## src/rtl/dpsram_fifo_ctrl_if.sv

```systemverilog
// Handshake and SRAM-side bundle for dpsram_fifo_ctrl.
// The slave modport is the controller; the master modport is the producer/consumer/SRAM side.
interface dpsram_fifo_ctrl_if #(
  parameter int AW = 3,
  parameter int DW = 4
);
  logic          push;
  logic [DW-1:0] push_data;
  logic          full;
  logic          pop;
  logic [DW-1:0] pop_data;
  logic          pop_valid;
  logic          empty;
  logic [AW:0]   count;
  logic          mem_wr;
  logic [AW-1:0] mem_ad1;
  logic [DW-1:0] mem_da1;
  logic          mem_rd;
  logic [AW-1:0] mem_ad2;
  logic [DW-1:0] mem_do2;

  modport slave (
    input  push, push_data, pop, mem_do2,
    output full, pop_data, pop_valid, empty, count,
           mem_wr, mem_ad1, mem_da1, mem_rd, mem_ad2
  );

  modport master (
    output push, push_data, pop, mem_do2,
    input  full, pop_data, pop_valid, empty, count,
           mem_wr, mem_ad1, mem_da1, mem_rd, mem_ad2
  );
endinterface

```

## src/rtl/dpsram_fifo_ctrl.sv

```systemverilog
// Circular-buffer controller driving a dual-port SRAM (write port 1, read port 2).
// Optional sticky overflow/underflow flags: define DPSRAM_FIFO_ERRFLAG_EN.
module dpsram_fifo_ctrl #(
  parameter int AW = 3,
  parameter int DW = 4
) (
  input  logic              clk,
  input  logic              rs,
  dpsram_fifo_ctrl_if.slave bus
`ifdef DPSRAM_FIFO_ERRFLAG_EN
  ,
  output logic              ovf,
  output logic              unf
`endif
);

  logic [AW:0]   r_wptr;
  logic [AW:0]   r_rptr;
  logic          r_pop_valid;
  logic          w_empty;
  logic          w_full;
  logic          w_push_acc;
  logic          w_pop_acc;
  logic [DW-1:0] w_rd_word;

  // Extra wrap bit distinguishes full from empty when the low bits match.
  assign w_empty = (r_wptr == r_rptr);
  assign w_full  = (r_wptr[AW-1:0] == r_rptr[AW-1:0]) && (r_wptr[AW] != r_rptr[AW]);

  // Strobes are gated by reset so nothing reaches the SRAM while rs is low.
  assign w_push_acc = bus.push & ~w_full & rs;
  assign w_pop_acc  = bus.pop & ~w_empty & rs;

  always_ff @(posedge clk or negedge rs) begin
    if (!rs) begin
      r_wptr      <= '0;
      r_rptr      <= '0;
      r_pop_valid <= 1'b0;
    end else begin
      if (w_push_acc) r_wptr <= r_wptr + 1'b1;
      if (w_pop_acc)  r_rptr <= r_rptr + 1'b1;
      r_pop_valid <= w_pop_acc;
    end
  end

  assign w_rd_word = bus.mem_do2;

  assign bus.empty     = w_empty;
  assign bus.full      = w_full;
  assign bus.count     = r_wptr - r_rptr;
  assign bus.mem_wr    = w_push_acc;
  assign bus.mem_ad1   = r_wptr[AW-1:0];
  assign bus.mem_da1   = bus.push_data;
  assign bus.mem_rd    = w_pop_acc;
  assign bus.mem_ad2   = r_rptr[AW-1:0];
  assign bus.pop_valid = r_pop_valid;
  assign bus.pop_data  = w_rd_word;

`ifdef DPSRAM_FIFO_ERRFLAG_EN
  logic r_ovf;
  logic r_unf;

  always_ff @(posedge clk or negedge rs) begin
    if (!rs) begin
      r_ovf <= 1'b0;
      r_unf <= 1'b0;
    end else begin
      if (bus.push & w_full)  r_ovf <= 1'b1;
      if (bus.pop & w_empty)  r_unf <= 1'b1;
    end
  end

  assign ovf = r_ovf;
  assign unf = r_unf;
`endif

endmodule

```

## src/flat_wrapper.sv

```systemverilog
// flat-port wrapper written by rule: the top's interface ports become plain ports
module dpsram_fifo_ctrl_flat 
#(
  parameter int AW = 3,
  parameter int DW = 4
)
  (clk, rs, bus_push, bus_push_data, bus_pop, bus_mem_do2, bus_full, bus_pop_data, bus_pop_valid, bus_empty, bus_count, bus_mem_wr, bus_mem_ad1, bus_mem_da1, bus_mem_rd, bus_mem_ad2);
  dpsram_fifo_ctrl_if #(.AW(AW), .DW(DW)) bus_i ();
  input  logic clk;
  input  logic rs;
  input wire logic [$bits(bus_i.push)-1:0] bus_push;
  input wire logic [$bits(bus_i.push_data)-1:0] bus_push_data;
  input wire logic [$bits(bus_i.pop)-1:0] bus_pop;
  input wire logic [$bits(bus_i.mem_do2)-1:0] bus_mem_do2;
  output wire logic [$bits(bus_i.full)-1:0] bus_full;
  output wire logic [$bits(bus_i.pop_data)-1:0] bus_pop_data;
  output wire logic [$bits(bus_i.pop_valid)-1:0] bus_pop_valid;
  output wire logic [$bits(bus_i.empty)-1:0] bus_empty;
  output wire logic [$bits(bus_i.count)-1:0] bus_count;
  output wire logic [$bits(bus_i.mem_wr)-1:0] bus_mem_wr;
  output wire logic [$bits(bus_i.mem_ad1)-1:0] bus_mem_ad1;
  output wire logic [$bits(bus_i.mem_da1)-1:0] bus_mem_da1;
  output wire logic [$bits(bus_i.mem_rd)-1:0] bus_mem_rd;
  output wire logic [$bits(bus_i.mem_ad2)-1:0] bus_mem_ad2;
  assign bus_i.push = bus_push;
  assign bus_i.push_data = bus_push_data;
  assign bus_i.pop = bus_pop;
  assign bus_i.mem_do2 = bus_mem_do2;
  assign bus_full = bus_i.full;
  assign bus_pop_data = bus_i.pop_data;
  assign bus_pop_valid = bus_i.pop_valid;
  assign bus_empty = bus_i.empty;
  assign bus_count = bus_i.count;
  assign bus_mem_wr = bus_i.mem_wr;
  assign bus_mem_ad1 = bus_i.mem_ad1;
  assign bus_mem_da1 = bus_i.mem_da1;
  assign bus_mem_rd = bus_i.mem_rd;
  assign bus_mem_ad2 = bus_i.mem_ad2;
  dpsram_fifo_ctrl #(.AW(AW), .DW(DW)) u_core (.clk(clk), .rs(rs), .bus(bus_i));
endmodule
```

## config.mk

```make
export PLATFORM = sky130hd
export DESIGN_NAME = dpsram_fifo_ctrl_flat
export DESIGN_NICKNAME = d
export VERILOG_FILES = /design/src/rtl/dpsram_fifo_ctrl_if.sv /design/src/rtl/dpsram_fifo_ctrl.sv /design/src/flat_wrapper.sv
export SDC_FILE = /design/constraint.sdc
export NUM_CORES = 1
export LEC_CHECK = 0
export CAP_MARGIN = 30
export CORE_MARGIN = 2
export CORE_UTILIZATION = 35
export DETAILED_ROUTE_END_ITERATION = 6
export GPL_ROUTABILITY_DRIVEN = 0
export HOLD_SLACK_MARGIN = 0.12
export PLACE_DENSITY_LB_ADDON = 0.25
export SLEW_MARGIN = 20
export SYNTH_ARGS = -nofsm -noshare
export SYNTH_HDL_FRONTEND = slang
export SYNTH_SLANG_ARGS = --single-unit
```

## constraint.sdc

```tcl
create_clock -name clk -period 2.5 [get_ports clk]
set_clock_uncertainty 0.2 [all_clocks]
set_input_delay 0.25 -clock clk [delete_from_list [all_inputs] [get_ports clk]]
set_output_delay 0.25 -clock clk [all_outputs]
set_load 0.02 [all_outputs]
```

Word level (Yosys, flattened, before mapping)
Cells that the tools add are included.
- eq/ne operators: 3
- add/subtract/negate cells: 3
- muxes and demuxes: 0
- reductions and logical operators: 1
- shift-type cells: 0
- $lt $le $gt $ge: 0
- divide/modulo/power cells: 0
- bitwise operators: 6
- $mul: 0
- operator list (operator ; number):
    $add A4 B1 Y4 const B ; 2
    $and A1 B1 Y1 ; 4
    $eq A4 B4 Y1 ; 1
    $sub A4 B4 Y4 ; 1
    $eq A3 B3 Y1 ; 1
    $not A1 Y1 ; 2
    $logic_and A1 B1 Y1 ; 1
    $ne A1 B1 Y1 ; 1
- input port bits: 12
- bits in writable memories: 0
- output and inout bits: 23
- logic and storage cells: 16
- memories: 0
- latch bits: 0
- bits in registers: 9
- bits in read-only memories: 0

Logic depth before layout (Yosys ltp)
- depth in word-level cells: 5
- mapped depth: 6
- gate-level depth less buffers: 6

Worst setup path before layout
Ideal clock, no wire load.
- path type: reg2reg
- from: register u_core.r_rptr[1]
- to: register u_core.r_rptr[3]
- required time: 2176 ps
- path buffers: 0
- data arrival time: 1595 ps
- library setup time: 124 ps
- stages on the path, launching flop included: 7
- path slack: 581 ps
- clock period less this slack: 1919 ps
- cells stage by stage: dfrtp_1 -> inv_1 -> ha_1 -> and3_2 -> a21oi_4 -> nand4_2 -> xnor2_1
- cells in the longest elaborated chain, start to end: 4
- elaborated cells between the ends (all ways): 5
- those cells by class: 1 x add/sub; 1 x eq/ne; 3 x bitwise
- ends and longest elaborated chain (item ; RTL line ; source):
    from (decl) ; dpsram_fifo_ctrl.sv:18 ; logic [AW:0] r_rptr;
    from (signal assigned) ; dpsram_fifo_ctrl.sv:41 ; if (w_pop_acc) r_rptr <= r_rptr + 1'b1;
    $eq A4 B4 Y1 ; dpsram_fifo_ctrl.sv:27 ; assign w_empty = (r_wptr == r_rptr);
    $not A1 Y1 ; dpsram_fifo_ctrl.sv:32 ; assign w_pop_acc = bus.pop & ~w_empty & rs;
    $and A1 B1 Y1 (2 in series) ; dpsram_fifo_ctrl.sv:32 ;
    net bus_mem_rd ; flat_wrapper.sv:23 ; output wire logic [$bits(bus_i.mem_rd)-1:0] bus_mem_rd;
The timed path passes the listed nets, and every way through them passes these cells.
A chain may end at the register's enable or synchronous reset.

Worst setup path after layout
- from: input rs
- to: output bus_mem_wr
- cells in the longest elaborated chain, start to end: 1
- ends and longest elaborated chain (item ; RTL line ; source):
    from (decl) ; flat_wrapper.sv:10 ; input logic rs;
    $and A1 B1 Y1 ; dpsram_fifo_ctrl.sv:31 ; assign w_push_acc = bus.push & ~w_full & rs;
    to (decl) ; flat_wrapper.sv:20 ; output wire logic [$bits(bus_i.mem_wr)-1:0] bus_mem_wr;
No other way between the ends.

==> run_results.csv <==
group,metric,value,unit
yosys,synth_fa_ha_area_share,12.8,%
placed_design,dp_slack,0.155,ns
die,initial_core_util,37.2,%
routing,wl_per_cell,11.1,um
yosys,yosys-top-cells-area,"dfrtp_1, buf_4, xnor2_1, ha_1, a21oi_4",
die,rows,15,
placed_design,portBuffers,18,
die,io_pins,35,
setup_path,startpoint_type,"input pin",
layout,fin_nets,98,
setup_path,required,2.05,ns
timing,slew_viol_final,0,
yosys,synth.area.mux_share,0,%
yosys,ys_warn_count,0,
worst_hold_path,min_path_type,"in2out",
power_and_ir_drop,peakVddDrop,768,uV
yosys,yosys.area_share.simple,9.53,%
timing,setup_viol,0,
yosys,syn_nets,82,
clock_network,post_cts.repair.setup_buffers,0,
grt,antenna_found_initial,0,
yosys,yosysSeqAreaShare,35.0,%
outcome,status,"finished clean",
setup_path,critical_path.max_fanout,4,
yosys,ys_types,17,
clock_network,cts-buffers-inserted,3,
routing,detail-route-antenna-nets,0,
clock_network,cts-htree-levels,1,
layout,fill_cells,177,
routing,routed_wl,1160,um
power_and_ir_drop,cellLeakagePower,0.396,nW
setup_path,critPathKind,"in2out",
clock_network,clock-sinks,9,
routing,vias,436,
power_and_ir_drop,p_clk_share,8.0,%
yosys,avgSynthCellArea,10.0,um2
grt,grt_overflow,0,
yosys,syn_area,643,um2
routing,first_iter_violations,2,
routing,remaining_drc_errors,0,
setup_path,end_kind,"output pin",
power_and_ir_drop,power_frac_seq,19.2,%
timing,fin_setup_tns,0,ns
timing,rsz0062_at_grt,"no",
power_and_ir_drop,swShare,47.3,%
timing,relSlewSlack,69.8,%
yosys,synth_cells,64,
timing,max_freq,0.420,GHz
yosys,synth_xor_area_share,13.6,%
timing,min_period,2.38,ns
yosys,yosys.area.top_type,"dfrtp_1",
placed_design,dpl_cell_area,795,um2
grt,grt_pass1_wl,2040,um
yosys,synth_top_family_by_area,"buffers and inverters",
timing,fin_hold_ws,0.300,ns
grt,grt_max_degree,9,
yosys,synth_top_cell_area_share,35.0,%
power_and_ir_drop,power_switching,690,uW
timing,hold_viol,0,
grt,grt_pass1_vias,484,
clock_network,clk_latency,0.26,ns
run,cap_violations,0,
clock_network,cts_tree,"yes",
setup_path,worstPathArrival,1.93,ns
power_and_ir_drop,internal-power,768,uW
die,die-area,2200,um2
layout,drive_above_1_share,16.5,%
die,die_y,46.9,um
routing,vias_per_cell,4.19,
grt,grt_usage,13.7,%
clock_network,cts_buffer_depth,2,
die,die_x,46.9,um
die,core-area,1730,um2
power_and_ir_drop,comb_power_share,72.8,%
power_and_ir_drop,powerDensity,1760,nW/um2
layout,area_growth,28.8,%
yosys,synth_compound_area_share,8.56,%
layout,final_area,828,um2
yosys,ys_ff_latch,9,
clock_network,cts-root-buf,"clkbuf_4",
placed_design,dpl.hpwl,924,um
timing,layout_setup_ws,0.118,ns
routing,drt_pass1_iterations,4,
layout,antenna_cells,0,
timing,period_share,95.3,%
timing,max_slew.worst_pin.slew,0.449,ns
-- cells in the mapped netlist --
| library cell | count |
|---|---|
| buf_4 | 14 |
| dfrtp_1 | 9 |
| xnor2_1 | 8 |
| inv_1 | 7 |
| nand2_1 | 6 |
| ha_1 | 5 |
| a21oi_4 | 2 |
| nor2_1 | 2 |
| o21ai_0 | 2 |
| xor2_1 | 2 |
| a21o_1 | 1 |
| a21oi_1 | 1 |
| and3_2 | 1 |
| fa_1 | 1 |
| nand3_1 | 1 |
| nand4_1 | 1 |
| nand4_2 | 1 |
-- sequential cells by signal (all words and copies together) (netlist names) --
signal / cells
u_core.bus.pop_valid: 1
u_core.r_rptr: 4
u_core.r_wptr: 4
-- power groups by stage --
| stage | Clock, mW | Combinational [mW] | Sequential, mW |
|---|---|---|---|
| final | 0.117 | 1.06 | 0.280 |
| after global routing | 0.132 | 1.16 | 0.289 |
| after CTS | 0.124 | 1.08 | 0.281 |
| after detailed placement | 0 | 1.12 | 0.284 |
| after global placement | 0 | 1.11 | 0.282 |
| after floorplan | 0 | 0.714 | 0.295 |
-- metrics by stage --
step	utilization, %	cells	total power, mW
2_1_floorplan	-	64	1.01
3_3_place_gp	46.0	99	1.39
3_5_place_dp	46.0	99	1.40
4_1_cts	47.8	104	1.48
5_1_grt	48.0	104	1.58
6_report	48.0	104	1.46
-- layout by cell type (no fill, tap or decap), drive strengths merged, types with 3 or more instances in the layout --
master         count
nand2              6
buf                6
ha                 5
xnor2              8
clkbuf             4
inv                7
dfrtp              9
clkdlybuf4s50     13
dlygate4sd2        4
a21oi              3
-- worst paths after layout --
kind                                   from               end  slack (ns)  depth (start not counted)
min reg2reg                u_core.r_wptr[2]  u_core.r_wptr[2]        0.34                          1
max in group asynchronous                rs  u_core.r_wptr[1]        1.23                          3
min in group asynchronous                rs  u_core.r_wptr[3]        0.52                          2
min                        bus_push_data[0]    bus_mem_da1[0]        0.30                          0
max reg2reg                u_core.r_wptr[0]  u_core.r_wptr[3]        0.57                          7
max                                      rs        bus_mem_wr        0.12                          5
-- cell type report --
cell class / instances / area [um2] / area share [%]
well taps: 25 / 31.3 / 3.78
clock buffers: 4 / 26.3 / 3.17
multi-input cells: 34 / 287 / 34.6
flip-flops and latches: 9 / 225 / 27.2
repair buffers: 25 / 233 / 28.1
inverters: 7 / 26.3 / 3.17
-- worst max-delay path, stage by stage --
cell             delay (ns)
dlygate4sd3_1          0.53
clkdlybuf4s50_1        0.57
nand2_1                0.11
a21oi_4                0.13
dlygate4sd2_1          0.34
-- cell families after synthesis --
logic type,count (synthesis)
simple gates,12
flops,9
buf+inv,21
fa+ha+maj,6
xor+xnor,10
compound gates,6
-- per-layer routing --
layer	GRT usage, %	vias up	part of all wire, %
li1	-	222	-
met1	17.1	198	46
met2	20.3	14	46
met3	2.31	2	5.5
met4	12.2	0	1.6
met5	0	-	0
-- what timing repair did --
item | in CTS | in global routing
resized for setup | 4 | 1
hold buffers | 1 | 0
gates cloned | 0 | 0
endpoints found under the hold margin | 1 | 0
setup endpoints to repair | 4 | 1
Power figures use the tool's default switching activity.
